===== config.mk =====
export PLATFORM = sky130hd
export DESIGN_NAME = segre_wb_stage
export DESIGN_NICKNAME = d
export VERILOG_FILES = /design/src/rtl/segre_pkg.sv /design/src/rtl/segre_wb_lat_buffer.sv /design/src/rtl/segre_wb_stage.sv
export SDC_FILE = /design/constraint.sdc
export NUM_CORES = 1
export LEC_CHECK = 0
export CAP_MARGIN = 40
export CORE_ASPECT_RATIO = 0.6
export CORE_MARGIN = 3
export CORE_UTILIZATION = 47
export CTS_CLUSTER_SIZE = 10
export DETAILED_ROUTE_END_ITERATION = 8
export GPL_TIMING_DRIVEN = 0
export PLACE_DENSITY = 0.81
export RECOVER_POWER = 100
export SETUP_SLACK_MARGIN = 0.15
export SYNTH_ARGS = -nofsm -noshare
export SYNTH_HDL_FRONTEND = slang
export SYNTH_SLANG_ARGS = --single-unit

===== constraint.sdc =====
create_clock -name clk_i -period 4.3 [get_ports clk_i]
set_input_delay 1.075 -clock clk_i [delete_from_list [all_inputs] [get_ports clk_i]]
set_output_delay 1.075 -clock clk_i [all_outputs]
set_load 0.1 [all_outputs]

===== src/rtl/segre_pkg.sv =====
// Shared SEGRE core types and sizes used by the writeback stage.
package segre_pkg;

  localparam int WORD_SIZE = 32;
  localparam int REG_SIZE  = 5;

  typedef enum logic {
    LAT_IDLE = 1'b0,
    LAT_HELD = 1'b1
  } wb_lat_state_e;

  typedef struct packed {
    logic [REG_SIZE-1:0]  waddr;
    logic [WORD_SIZE-1:0] data;
  } rf_wr_t;

endpackage


===== src/rtl/segre_wb_lat_buffer.sv =====
// Long-latency result acceptance: direct write, 1-entry holding buffer and starvation guard.
//  state    | meaning
//  LAT_IDLE | buffer empty; lat result accepted, written now if the port is free
//  LAT_HELD | buffer full; waiting for a cycle without a pipeline write
module segre_wb_lat_buffer
  import segre_pkg::*;
#(
  parameter int STARVE_LIMIT = 4
) (
  input  logic                clk_i,
  input  logic                rsn_i,
  input  logic                pipe_wr_i,
  input  logic                lat_valid_i,
  input  logic [REG_SIZE-1:0] lat_waddr_i,
  input  logic [WORD_SIZE-1:0] lat_data_i,
  output logic                lat_ready_o,
  output logic                lat_we_o,
  output rf_wr_t              lat_wr_o,
  output logic                wb_stall_o
);

  localparam int CW = (STARVE_LIMIT < 1) ? 1 : $clog2(STARVE_LIMIT + 1);
  localparam logic [CW-1:0] LIMIT = CW'(STARVE_LIMIT);

  wb_lat_state_e state_q, state_d;
  rf_wr_t        buf_q, buf_d;
  logic [CW-1:0] starve_q, starve_d;
  logic          stall_q, stall_d;

  always_comb begin
    state_d     = state_q;
    buf_d       = buf_q;
    starve_d    = starve_q;
    lat_we_o    = 1'b0;
    lat_wr_o    = buf_q;
    lat_ready_o = 1'b0;
    case (state_q)
      LAT_IDLE: begin
        lat_ready_o = rsn_i;
        // x0 results are accepted and silently dropped
        if (lat_valid_i && rsn_i && (lat_waddr_i != '0)) begin
          if (pipe_wr_i) begin
            buf_d.waddr = lat_waddr_i;
            buf_d.data  = lat_data_i;
            starve_d    = '0;
            state_d     = LAT_HELD;
          end else begin
            lat_we_o       = 1'b1;
            lat_wr_o.waddr = lat_waddr_i;
            lat_wr_o.data  = lat_data_i;
          end
        end
      end
      LAT_HELD: begin
        if (!pipe_wr_i) begin
          lat_we_o = 1'b1;
          starve_d = '0;
          state_d  = LAT_IDLE;
        end else if (starve_q < LIMIT) begin
          starve_d = starve_q + 1'b1;
        end
      end
      default: state_d = LAT_IDLE;
    endcase
    stall_d = (state_d == LAT_HELD) && (starve_d >= LIMIT);
  end

  always_ff @(posedge clk_i or negedge rsn_i) begin
    if (!rsn_i) begin
      state_q  <= LAT_IDLE;
      buf_q    <= '0;
      starve_q <= '0;
      stall_q  <= 1'b0;
    end else begin
      state_q  <= state_d;
      buf_q    <= buf_d;
      starve_q <= starve_d;
      stall_q  <= stall_d;
    end
  end

  assign wb_stall_o = stall_q;

endmodule


===== src/rtl/segre_wb_stage.sv =====
// Writeback stage: MEM/WB register, shared RF write port, forwarding and retired count.
module segre_wb_stage
  import segre_pkg::*;
#(
  parameter int STARVE_LIMIT = 4,
  parameter int CNT_WIDTH    = 64
) (
  input  logic                 clk_i,
  input  logic                 rsn_i,
  input  logic                 valid_mem_i,
  input  logic [WORD_SIZE-1:0] op_res_i,
  input  logic                 rf_we_i,
  input  logic [REG_SIZE-1:0]  rf_waddr_i,
  input  logic                 block_wb_i,
  input  logic                 inject_nops_i,
  input  logic                 lat_valid_i,
  input  logic [REG_SIZE-1:0]  lat_waddr_i,
  input  logic [WORD_SIZE-1:0] lat_data_i,
  output logic                 lat_ready_o,
  output logic                 rf_we_o,
  output logic [REG_SIZE-1:0]  rf_waddr_o,
  output logic [WORD_SIZE-1:0] rf_wdata_o,
  output logic                 fwd_valid_o,
  output logic [REG_SIZE-1:0]  fwd_waddr_o,
  output logic [WORD_SIZE-1:0] fwd_data_o,
  output logic                 wb_stall_o,
  output logic [CNT_WIDTH-1:0] instret_o
);

  logic                 valid_q, valid_d;
  logic                 rf_we_q, rf_we_d;
  logic [REG_SIZE-1:0]  waddr_q, waddr_d;
  logic [WORD_SIZE-1:0] res_q, res_d;
  logic [CNT_WIDTH-1:0] instret_q, instret_d;

  logic   pipe_wr;
  logic   lat_we;
  rf_wr_t lat_wr;

  always_comb begin
    valid_d = valid_q;
    rf_we_d = rf_we_q;
    waddr_d = waddr_q;
    res_d   = res_q;
    if (block_wb_i) begin
      valid_d = valid_q;
    end else if (inject_nops_i) begin
      valid_d = 1'b0;
      rf_we_d = 1'b0;
    end else begin
      valid_d = valid_mem_i;
      rf_we_d = rf_we_i;
      waddr_d = rf_waddr_i;
      res_d   = op_res_i;
    end
    // held instructions retire only once, on the cycle they leave WB
    instret_d = instret_q;
    if (valid_q && !block_wb_i) begin
      instret_d = instret_q + CNT_WIDTH'(1);
    end
  end

  always_ff @(posedge clk_i or negedge rsn_i) begin
    if (!rsn_i) begin
      valid_q   <= 1'b0;
      rf_we_q   <= 1'b0;
      waddr_q   <= '0;
      res_q     <= '0;
      instret_q <= '0;
    end else begin
      valid_q   <= valid_d;
      rf_we_q   <= rf_we_d;
      waddr_q   <= waddr_d;
      res_q     <= res_d;
      instret_q <= instret_d;
    end
  end

  assign pipe_wr = valid_q && rf_we_q && (waddr_q != '0);

  segre_wb_lat_buffer #(
    .STARVE_LIMIT(STARVE_LIMIT)
  ) u_lat_buffer (
    .clk_i      (clk_i),
    .rsn_i      (rsn_i),
    .pipe_wr_i  (pipe_wr),
    .lat_valid_i(lat_valid_i),
    .lat_waddr_i(lat_waddr_i),
    .lat_data_i (lat_data_i),
    .lat_ready_o(lat_ready_o),
    .lat_we_o   (lat_we),
    .lat_wr_o   (lat_wr),
    .wb_stall_o (wb_stall_o)
  );

  // pipeline wins the port; the lat side only writes when pipe_wr is low
  always_comb begin
    rf_we_o    = pipe_wr || lat_we;
    rf_waddr_o = pipe_wr ? waddr_q : lat_wr.waddr;
    rf_wdata_o = pipe_wr ? res_q : lat_wr.data;
  end

  assign fwd_valid_o = rf_we_o;
  assign fwd_waddr_o = rf_waddr_o;
  assign fwd_data_o  = rf_wdata_o;
  assign instret_o   = instret_q;

endmodule


==> metrics.md, run 1 <==
| Metric | Value |
|---|---|
| Die height | roughly 100 um |
| Most used DFF post-synth | dfrtp_1 |
| CTS Hold Bufs | 0 |
| Setup Fix Bufs, Post-CTS | 22 |
| Failing step | 4_1_cts |
| Pre-CTS worst setup slack | -924.0 ps |
| Post-DP HPWL | 20860 um |
| Total CTS buffers | 17 |
| Post-synthesis sequential area ratio | ~52% |
| Post-synth top area share | roughly 52% |
| I/O pin count | about 220 |
| Ranking of synthesized cells by area | dfrtp_1, mux2_2, nand2_1 |
| Err | [ERROR DPL-0033] detailed placement checks failed during check placement. |
| Post-synth EDFFs | 0 |
| Die W | 164.0 um |
| Synth Cell Area | 7043 sq um |
| Synth cell types | 37 |
| Port Buffer Count | 222 |
| Initial core utilization | 49.73% |
| Clock Tree Buf Depth | 2 |
| CTS sink count | 145 |
| Synthesized instance count | 667 |
| # H-tree levels | 4 |
| Post-Syn Area per Cell | 10.56 sq um |
| Syn_nets | 750 |
| DP Area | 12920 sq um |
| Area leader, netlist | dfrtp_1 |
| Ys async rst share | 100.0% |
| Run status | aborted with a tool error |
| Number of synthesized register bits | 145 |
| RePlAce Congestion | 0.8650 |
| Root Driver | clkbuf_16 |
| Synthesis Warnings | 0 |
| # rows | 33 |
| Post-cts sizing count | 273 |
## logic make-up after synthesis
kind of cell    count (synthesis)  synth area share [%]
buf+inv                        72                 6.005
compound gates                 52                 4.868
xor+xnor                       64                 7.959
mux                            76                 12.15
flops                         145                 51.52
simple gates                  256                 17.14
fa+ha+maj                       2                0.3552
## cell usage after synthesis (all sizes together), types with 3 or more instances
cell and number:
inv 5, and4 5, and3 9, or3 3
a21oi 6, or4 3, nand2 100, xnor2 39
mux2 76, dfrtp 145, clkbuf 19, nor2 57
and2 3, nor3 9, xor2 25, a32oi 4
nand3 24, nand4 22, nor4 16, a31oi 32
buf 48
## through the flow
step	std cells	TNS [ps]
2_1_floorplan	667	0
3_5_place_dp	1229	-55010
3_3_place_gp	1081	-1058470
==> run 2, diff against run 1 <==
--- a/config.mk
+++ b/config.mk
@@ -6,15 +6,12 @@
 export NUM_CORES = 1
 export LEC_CHECK = 0
 export CAP_MARGIN = 40
-export CORE_ASPECT_RATIO = 0.6
 export CORE_MARGIN = 3
-export CORE_UTILIZATION = 47
-export CTS_CLUSTER_SIZE = 10
+export CORE_UTILIZATION = 35
 export DETAILED_ROUTE_END_ITERATION = 8
 export GPL_TIMING_DRIVEN = 0
-export PLACE_DENSITY = 0.81
+export PLACE_DENSITY_LB_ADDON = 0.15
 export RECOVER_POWER = 100
-export SETUP_SLACK_MARGIN = 0.15
 export SYNTH_ARGS = -nofsm -noshare
 export SYNTH_HDL_FRONTEND = slang
 export SYNTH_SLANG_ARGS = --single-unit
==> run 2 against run 1 <==
Effect of this change:
- synthesized area did not move
- synthesized cell count did not move
- the flow now finishes, with violations (max-capacitance violations, max-slew violations)
==> metrics.md, run 2 <==
| Metric | Value |
|---|---|
| Port Buffer Count | 222 |
| Core region area | ~20000 sq um |
| Die area | approximately 22000 sq um |
| Worst Slack Setup Final | around 32 ps |
| Root Driver | clkbuf_16 |
| Slew HR | -38.90% |
| Final instance area | approximately 13000 sq um |
| Maxcap violations | 1 |
| Synth Cell Area | 7043 sq um |
| CTS clk-pin slew, worst paths | ~60 ps |
| Hold crit path type | reg2reg |
| First-pass GRT wire length | roughly 39000 um |
| Period utilization | just under 100% |
| Drt via density | 4.940 |
| Initial core utilization | 35.95% |
| DP Area | 12920 sq um |
| Post-synthesis sequential area ratio | 51.52% |
| # H-tree levels | 4 |
| Met3 Wirelength | 1407 um |
| Setup crit end kind | output port |
| CTS sink count | ~150 |
| TritonCTS clock tree | done |
| Max layer used | met5 |
| Layout net count | 1099 |
| Met1 WL | 9915 um |
| Tmin final | 4268 ps |
| Run status | finished with violations |
| Max reg flops | 64 |
| TritonRoute pass-1 iters | 4 |
| Most used DFF post-synth | dfrtp_1 |
| Most frequent cells in the layout | dfrtp_1, clkdlybuf4s50_1, clkbuf_1, nand2_1, buf_12 |
| Clock Skew | between 7 and 8 ps |
| Layout cells sized above 1 | 32.00% |
| Number of synthesized register bits | 145 |
| Kind of critical path | in2out |
| Clock Tree Buf Depth | 2 |
| Final setup fails | 0 |
| Area grow syn2layout | 80.33% |
| Tot GR Track Use | between 20% and 30% |
| RePlAce Congestion | ~0.76 |
| Total Routed Length | ~24000 um |
| CP required | roughly 3200 ps |
| Ys async rst share | between 90% and 100% |
| Maximum VDD drop | 0.3577 mV |
| Syn_nets | 750 |
| Failing checks | max-capacitance violations, max-slew violations |
| Number of global-route vias before repair | around 7000 |
| Wirelength per Cell | around 19 um |
| Die height | 147.9 um |
| Ranking of synthesized cells by area | dfrtp_1, mux2_2, nand2_1 |
| GRT Residual Overflow | 0 |
| Arrival @ worst endpoint | 3190 ps |
| Commonest non-fill, non-tap cell in the layout | dfrtp_1 |
| Power Dens Cells | 484.2 nW/um^2 |
| Util after Layout | 64.83% |
| Post-synth EDFFs | 0 |
| P_leak | 0.005400 uW |
| Most instantiated library cell after synthesis | dfrtp_1 |
| Fin Setup TNS | 0 ps |
| I/O pin count | 223 |
| Post-DRT Antenna Nets | 0 |
| Critical Path Start Type | input port |
| Slew @ Worst Pin | 2084 ps |
| Post-synth top area share | 51.52% |
| Total CTS buffers | 17 |
| Worst skew pair latency | approximately 420 ps |
| Synthesized instance count | 667 |
| Synth cell count leaders | dfrtp_1, nand2_1, mux2_2 |
| CTS Hold Bufs | 0 |
| Final Hold Fails | 0 |
| Post-Syn Area per Cell | 10.56 sq um |
| Area leader, netlist | dfrtp_1 |
| Metal2 WL | 12400 um |
| Largest net degree at the start of global routing | 35 |
| Post-route DRC | 0 |
| Violation count after the first detailed-route iteration | between 200 and 250 |
| Synth cell types | 37 |
| Pins over their slew limit | 35 |
| Post-DP HPWL | 17910 um |
| Fmax | around 230 MHz |
| Antenna violations before repair | 2 |
| Pre-CTS worst setup slack | -1344 ps |
| Filler instances | 1512 |
| Crit Path Max Fanout | 10 |
| Via count | ~6400 |
| # rows | 51 |
| Die W | 147.9 um |
| Synthesis Warnings | 0 |
==> run 2: cell counts after synthesis <==
No cell type changed its count.
==> run 2: routing by layer <==
metal / vias up / GRT usage [%]
met5: - / 0
met3: 33 / 6.407
met1: 3172 / 27.55
met2: 195 / 39.28
met4: 4 / 5.589
li1: 2988 / -
==> run 2: power breakdown <==
part | total (uW) | switching, uW | internal (uW) | leakage, uW
registers | 1640 | 110 | 1530 | 0.00187
clock network | 1420 | 594 | 825 | 0.000268
logic | 3090 | 1860 | 1230 | 0.00326
total | 6150 | 2560 | 3590 | 0.00540
==> run 2: worst paths after layout <==
check	startpoint	cells after the start	slack, ps	end
max	lat_waddr_i[2]	9	30	fwd_data_o[16]
min	instret_o[63]	1	480	instret_o[63]
max reg2reg	valid_q	7	1410	instret_o[28]
min reg2reg	instret_o[63]	1	480	instret_o[63]
max in group asynchronous	rsn_i	3	740	res_q[17]
min in group asynchronous	rsn_i	3	680	instret_o[20]
==> run 2: timing repair <==
item	CTS	global route
setup buffers	9	3
setup endpoints to repair	77	30
pin swaps	29	3
gates resized for setup	195	10
endpoints found under the hold margin	0	0
gates cloned	5	0
==> run 2: cell families after synthesis <==
group / Yosys count / share of synthesized area (%)
muxes: 76 / 12.15
xor gates and xnor gates: 64 / 7.959
buffers and inverters: 72 / 6.005
DFF: 145 / 51.52
and+or+nand+nor: 256 / 17.14
AOI/OAI and AO/OA: 52 / 4.868
adders and majority gates: 2 / 0.3552
==> run 2: layout make-up <==
cell class	instances	area, sq um	share of cell area [%]
clock buffer	19	452.9	3.566
timing repair buffer	332	3805	29.96
sequential	145	3628	28.57
tap	265	331.6	2.611
inverter	5	18.77	0.1478
multi-input combinational	450	3558	28.02
clock inverter	12	110.1	0.8669
antenna	1	2.502	0.01970
buffer	65	793.3	6.246
==> run 2: through the flow <==
stage | total power (uW) | hold slack, ps | instances
finish | 6150 | 484.5 | 1294
global placement | 4236 | 457.4 | 1154
CTS | 6375 | 491.0 | 1291
detailed placement | 4937 | 481.9 | 1303
floorplan | 3732 | 480.5 | 667
global route | 6361 | 499.4 | 1293
==> run 2: critical path, stage by stage <==
cell	delay (ps)
dlygate4sd2_1	260
or4_4	540
o21a_2	220
buf_4	150
nand2_8	90
clkbuf_16	160
nand2_1	60
a31oi_2	280
buf_4	350
(Power assumes the default switching activity.)
==> run 3, diff against run 2 <==
--- a/config.mk
+++ b/config.mk
@@ -12,6 +12,7 @@
 export GPL_TIMING_DRIVEN = 0
 export PLACE_DENSITY_LB_ADDON = 0.15
 export RECOVER_POWER = 100
+export SETUP_SLACK_MARGIN = 0.3
 export SYNTH_ARGS = -nofsm -noshare
 export SYNTH_HDL_FRONTEND = slang
 export SYNTH_SLANG_ARGS = --single-unit
==> run 3 against run 2 <==
Effect of this change:
- the run still ends with max-capacitance violations, max-slew violations left
- via count increased by 0.97%
- routed wire length decreased by 0.97%
- hold slack lost 6.1 ps
- combinational power grew 2%
- total power grew 3.8%
- first-iteration DRC count fell by 1.7%
==> metrics.md, run 3 (synthesis results as in run 2) <==
| Metric | Value |
|---|---|
| Tmin final | about 4000 ps |
| GRT Residual Overflow | 0 |
| Largest net degree at the start of global routing | 80 |
| Most frequent cells in the layout | dfrtp_1, clkdlybuf4s50_1, clkbuf_1 |
| Fin Setup TNS | 0 ps |
| Failing checks | max-capacitance violations, max-slew violations |
| Fmax | 242.5 MHz |
| Final setup fails | 0 |
| Root Driver | clkbuf_16 |
| Unrepaired setup endpoints after global routing | yes |
| Clock Tree Buf Depth | 2 |
| Number of global-route vias before repair | 7090 |
| Post-route DRC | 0 |
| Post-DP HPWL | 17790 um |
| Met2 Use GR | 40.74% |
| Post-DRT Antenna Nets | 0 |
| Final Hold Fails | 0 |
| Period utilization | 95.88% |
| Total CTS buffers | 17 |
| Total Routed Length | 23890 um |
| Hold Path Depth | 1 |
| Core region area | 19590 sq um |
| Switching pwr | 2603 uW |
| Area grow syn2layout | 85.63% |
| Met1 usage | between 20% and 30% |
| Die area | 21860 sq um |
| RePlAce Congestion | 0.7956 |
| Slew HR | -34.60% |
| # rows | slightly above 50 |
| Port Buffer Count | 222 |
| I/O pin count | 223 |
| WHS Endpoint | instret_o[63] |
| Reg2Reg Setup Slack | 1440 ps |
| Layout cells sized above 1 | 33.40% |
| Initial core utilization | between 30 and 40% |
| TritonCTS clock tree | done |
| Antenna violations before repair | 3 |
| Power Total | 6382 uW |
| Worst skew pair latency | 420 ps |
| Max reg flops | between 60 and 70 |
| CTS clk-pin slew, worst paths | 70 ps |
| Comb pwr share | 49.2% |
| Violation count after the first detailed-route iteration | 228 |
| Wirelength per Cell | 18.30 um |
| Hold crit path type | reg2reg |
| Cell Int Power | roughly 3800 uW |
| Commonest non-fill, non-tap cell in the layout | dfrtp_1 |
| Finished Layout Cells | 1305 |
| Flop pwr share | 25.9% |
| Drt via density | 4.946 |
| CTS Hold Bufs | 0 |
| Reg2reg end | instret_o[50] |
| Gr busiest metal | met2 |
| Setup crit end kind | output port |
| Crit Path Max Fanout | 10 |
| Kind of critical path | in2out |
| TritonRoute pass-1 iters | 4 |
| Pins over their slew limit | 115 |
| Maxcap violations | 2 |
| Sw Ratio | 40.78% |
| Met3 usage | approximately 5.1% |
| Critical R2R Launch | valid_q |
| Clock Skew | 12.44 ps |
| Power Dens Cells | 488.2 nW/um^2 |
| CTS sink count | 145 |
| Run status | finished with violations |
| Maximum VDD drop | 0.2710 mV |
| CP required | 3220 ps |
| Critical Path Start Type | input port |
| Layout net count | 1109 |
| Min-Delay Startpoint | instret_o[63] |
| Slew @ Worst Pin | between 2000 and 2500 ps |
| Arrival @ worst endpoint | 3050 ps |
| Die height | about 150 um |
| P_leak | 0.005623 uW |
| Filler instances | 1439 |
| Via count | 6454 |
| Clock power share | between 20% and 30% |
| First-pass GRT wire length | 38910 um |
| R2R depth | 7 |
| Die W | 147.9 um |
| # H-tree levels | 4 |
| Hold slack | roughly 480 ps |
| Tot GR Track Use | 22.45% |
| # placed instances | 1303 |
## run 3: repair_timing
action | in CTS | in global routing
pin swaps | 66 | 27
gates resized for setup | 289 | 19
buffers inserted | 4 | 0
setup endpoints to repair | 76 | 67
cloned | 4 | 0
## run 3: layer usage
layer  vias up  share of wire, %  wire length, um
met5         -             0.096               23
met4         4               1.9              457
met3        34               4.1              987
met2       167                53            12680
met1      3221                41             9742
li1       3028                 -                -
## run 3: power groups by stage
stage | registers [uW] | clock network [uW] | logic (uW)
finish | 1650 | 1590 | 3140
detailed placement | 1670 | 0 | 3290
floorplan | 1780 | 0 | 2000
global placement | 1660 | 0 | 2630
global route | 1670 | 1680 | 3230
CTS | 1650 | 1630 | 3330
## run 3: worst max-delay path, stage by stage
cell and delay [ps]:
buf_6 90, or4_4 530, o21a_1 280, nand2_8 150, a32oi_1 110, a21oi_4 170
dlygate4sd2_1 220, buf_2 420
## run 3: layout make-up
class	instances	area (sq um)	area share [%]
multi-input combinational	450	3764	28.79
sequential	145	3628	27.75
buffer	67	887.1	6.785
antenna	1	2.502	0.01914
timing repair buffer	340	3799	29.06
inverter	5	31.28	0.2393
clock inverter	13	197.7	1.512
tap	265	331.6	2.536
clock buffer	19	432.9	3.311
## run 3: worst max path at each step
stage / from / to / slack (ps) / depth (start not counted)
after global placement: rsn_i / rf_we_o / -5760 / 5
after detailed placement: lat_waddr_i[1] / rf_wdata_o[26] / -800 / 10
after floorplan: rsn_i / rf_wdata_o[13] / 9 / 8
after global routing: lat_waddr_i[1] / fwd_data_o[14] / 120 / 10
after CTS: lat_waddr_i[1] / fwd_data_o[16] / 230 / 10
final: lat_waddr_i[1] / fwd_waddr_o[2] / 180 / 8
## run 3: through the flow
| step | util [%] | instance area [sq um] | worst slack, ps |
|---|---|---|---|
| 2_1_floorplan | - | 8140 | 9.152 |
| 3_3_place_gp | 54.59 | 10690 | -5755 |
| 3_5_place_dp | 66.78 | 13080 | -796.1 |
| 4_1_cts | 71.21 | 13950 | 226.6 |
| 5_1_grt | 66.74 | 13070 | 122.0 |
| 6_report | 66.74 | 13070 | 177.1 |
==> run 4, diff against run 3 <==
--- a/config.mk
+++ b/config.mk
@@ -6,12 +6,12 @@
 export NUM_CORES = 1
 export LEC_CHECK = 0
 export CAP_MARGIN = 40
+export CORE_ASPECT_RATIO = 0.8
 export CORE_MARGIN = 3
 export CORE_UTILIZATION = 35
 export DETAILED_ROUTE_END_ITERATION = 8
 export GPL_TIMING_DRIVEN = 0
 export PLACE_DENSITY_LB_ADDON = 0.15
-export RECOVER_POWER = 100
 export SETUP_SLACK_MARGIN = 0.3
 export SYNTH_ARGS = -nofsm -noshare
 export SYNTH_HDL_FRONTEND = slang
==> run 4 against run 3 <==
Effect of this change:
- flip-flop and latch count is the same
- critical path depth rose by 2
- critical path type unchanged
- first-iteration DRC count is 4.8% higher
- global-route usage fell by 0.50 points
- sequential share of layout area is 1.8 points lower
- die area barely moved
- highest routed layer is now met4
- routed wire length decreased by 2.3%
- the flow now finishes without violations
- combinational power rose by 7.0%
==> metrics.md, run 4 (synthesis results as in run 2) <==
| Metric | Value |
|---|---|
| Run status | finished clean |
| Worst Slack Setup Final | 261.0 ps |
| Core region area | 19370 sq um |
| # H-tree levels | 4 |
| Layout cells sized above 1 | between 40% and 50% |
| Most used cell, CP | clkbuf_16 |
| Post-route DRC | 0 |
| # rows | 45 |
| Clock Tree Buf Depth | 2 |
| Drt via density | 4.951 |
| Power Total | 6482 uW |
| Final Hold Fails | 0 |
| Final setup fails | 0 |
| Kind of critical path | in2out |
| Crit Path Max Fanout | 8 |
| GRT Residual Overflow | 0 |
| Die height | 132.9 um |
| Layout net count | 1113 |
| Pins over their slew limit | 0 |
| Final instance area | 13970 sq um |
| TritonRoute pass-1 iters | 4 |
| P_leak | roughly 0.0061 uW |
| Critical-path top delay cell | or4_4 |
| Clock Skew | about 11 ps |
| Most frequent cells in the layout | dfrtp_1, clkdlybuf4s50_1, buf_12 |
| Violation count after the first detailed-route iteration | 239 |
| Hold crit path type | reg2reg |
| Die area | 21870 sq um |
| Die W | 164.6 um |
| Commonest non-fill, non-tap cell in the layout | dfrtp_1 |
| Slew HR | between 40% and 50% |
| Post-DRT Antenna Nets | 0 |
| Max incr delay on CP | 540 ps |
| Register area | 3628 sq um |
| RePlAce Congestion | 0.8384 |
| Arrival @ worst endpoint | 2960 ps |
| Beginning of the critical path | lat_waddr_i[4] |
| Port Buffer Count | roughly 220 |
| DP Area | 13030 sq um |
| Unrepaired setup endpoints after global routing | yes |
| Post-DP HPWL | between 15000 and 20000 um |
| Worst skew pair latency | 420 ps |
| TritonCTS clock tree | done |
| CTS sink count | 145 |
| Largest net degree at the start of global routing | 79 |
| Wirelength per Cell | 17.93 um |
| Critical Path Start Type | input port |
| Maxcap violations | 0 |
| Fmax | 247.6 MHz |
| CP cell instances | buf_8 > or4_4 > o21a_4 > and2_4 > clkbuf_16 > clkbuf_16 > nand2_4 > a31oi_4 > buf_2 > buf_12 |
| Maximum VDD drop | 0.7094 mV |
| Util after Layout | 72.15% |
| Filler instances | between 1000 and 1500 |
| Tot GR Track Use | 21.95% |
| Min-Delay Startpoint | instret_o[54] |
| Area grow syn2layout | 98.42% |
| Max reg flops | between 60 and 70 |
| Total Routed Length | between 20000 and 25000 um |
| Area occupied by multi-input gates | 3781 sq um |
| CP required | 3220 ps |
| Antenna violations before repair | 1 |
| Initial core utilization | 36.36% |
| I/O pin count | 223 |
| Period utilization | between 90% and 100% |
| CTS Hold Bufs | 0 |
| Tmin final | 4039 ps |
| CTS clk-pin slew, worst paths | 70 ps |
| Critical R2R Launch | instret_o[21] |
| Via count | 6446 |
| Pre-CTS worst setup slack | -836.2 ps |
| Setup crit end kind | output port |
| Total CTS buffers | 17 |
| Power Dens Cells | around 460 nW/um^2 |
| Slew @ Worst Pin | roughly 840 ps |
| First-pass GRT wire length | 37770 um |
| Number of global-route vias before repair | between 6000 and 7000 |
| Root Driver | clkbuf_16 |
run 4: metrics by stage:
| stage | std cells | hold slack [ps] | setup TNS [ps] |
|---|---|---|---|
| 3_5_place_dp | 1295 | 478.8 | -46960 |
| 3_3_place_gp | 1147 | 458.2 | -1196300 |
| 6_report | 1302 | 485.0 | 0 |
| 5_1_grt | 1302 | 500.8 | 0 |
| 2_1_floorplan | 667 | 480.5 | 0 |
| 4_1_cts | 1299 | 489.7 | 0 |
run 4: critical path: cells and delay by family:
family,cells,cell delay (ps)
AND/OR/NAND/NOR,3,760
buffers and inverters,5,780
AO/OA/AOI/OAI,2,340
run 4: where the power goes:
| group | internal [uW] | switching [uW] |
|---|---|---|
| Clock | 832 | 648 |
| Combinational | 1450 | 1910 |
| Sequential | 1530 | 113 |
run 4: area by class of cell:
cell class	count	share of cell area, %
Antenna cell	1	0.01791
Multi-Input combinational cell	450	27.06
Inverter	5	0.2238
Clock buffer	18	3.143
Buffer	67	6.805
Sequential cell	145	25.96
Clock inverter	14	1.039
Timing Repair Buffer	344	33.44
Tap cell	258	2.310
run 4: final timing paths:
kind                                   to  slack, ps  cells after the start
max in group asynchronous   instret_o[60]       3150                      2
setup reg to reg            instret_o[63]       1710                      6
min in group asynchronous      waddr_q[0]        510                      1
hold / removal              instret_o[54]        480                      1
hold reg to reg             instret_o[54]        480                      1
setup / recovery           fwd_data_o[19]        260                     10
run 4: metal layers:
metal / vias to the layer above / share of wire (%) / global-route usage (%)
met5: - / 0 / 0
met4: 0 / 1.4 / 5.310
met3: 27 / 5.5 / 5.164
met2: 186 / 49 / 35.88
met1: 3199 / 44 / 29.50
li1: 3034 / - / -
run 4: what timing repair did:
item,CTS,global route
setup buffers,5,2
resized for setup,288,45
pin swaps,38,39
gates cloned,4,0
endpoints found under the setup margin,76,69
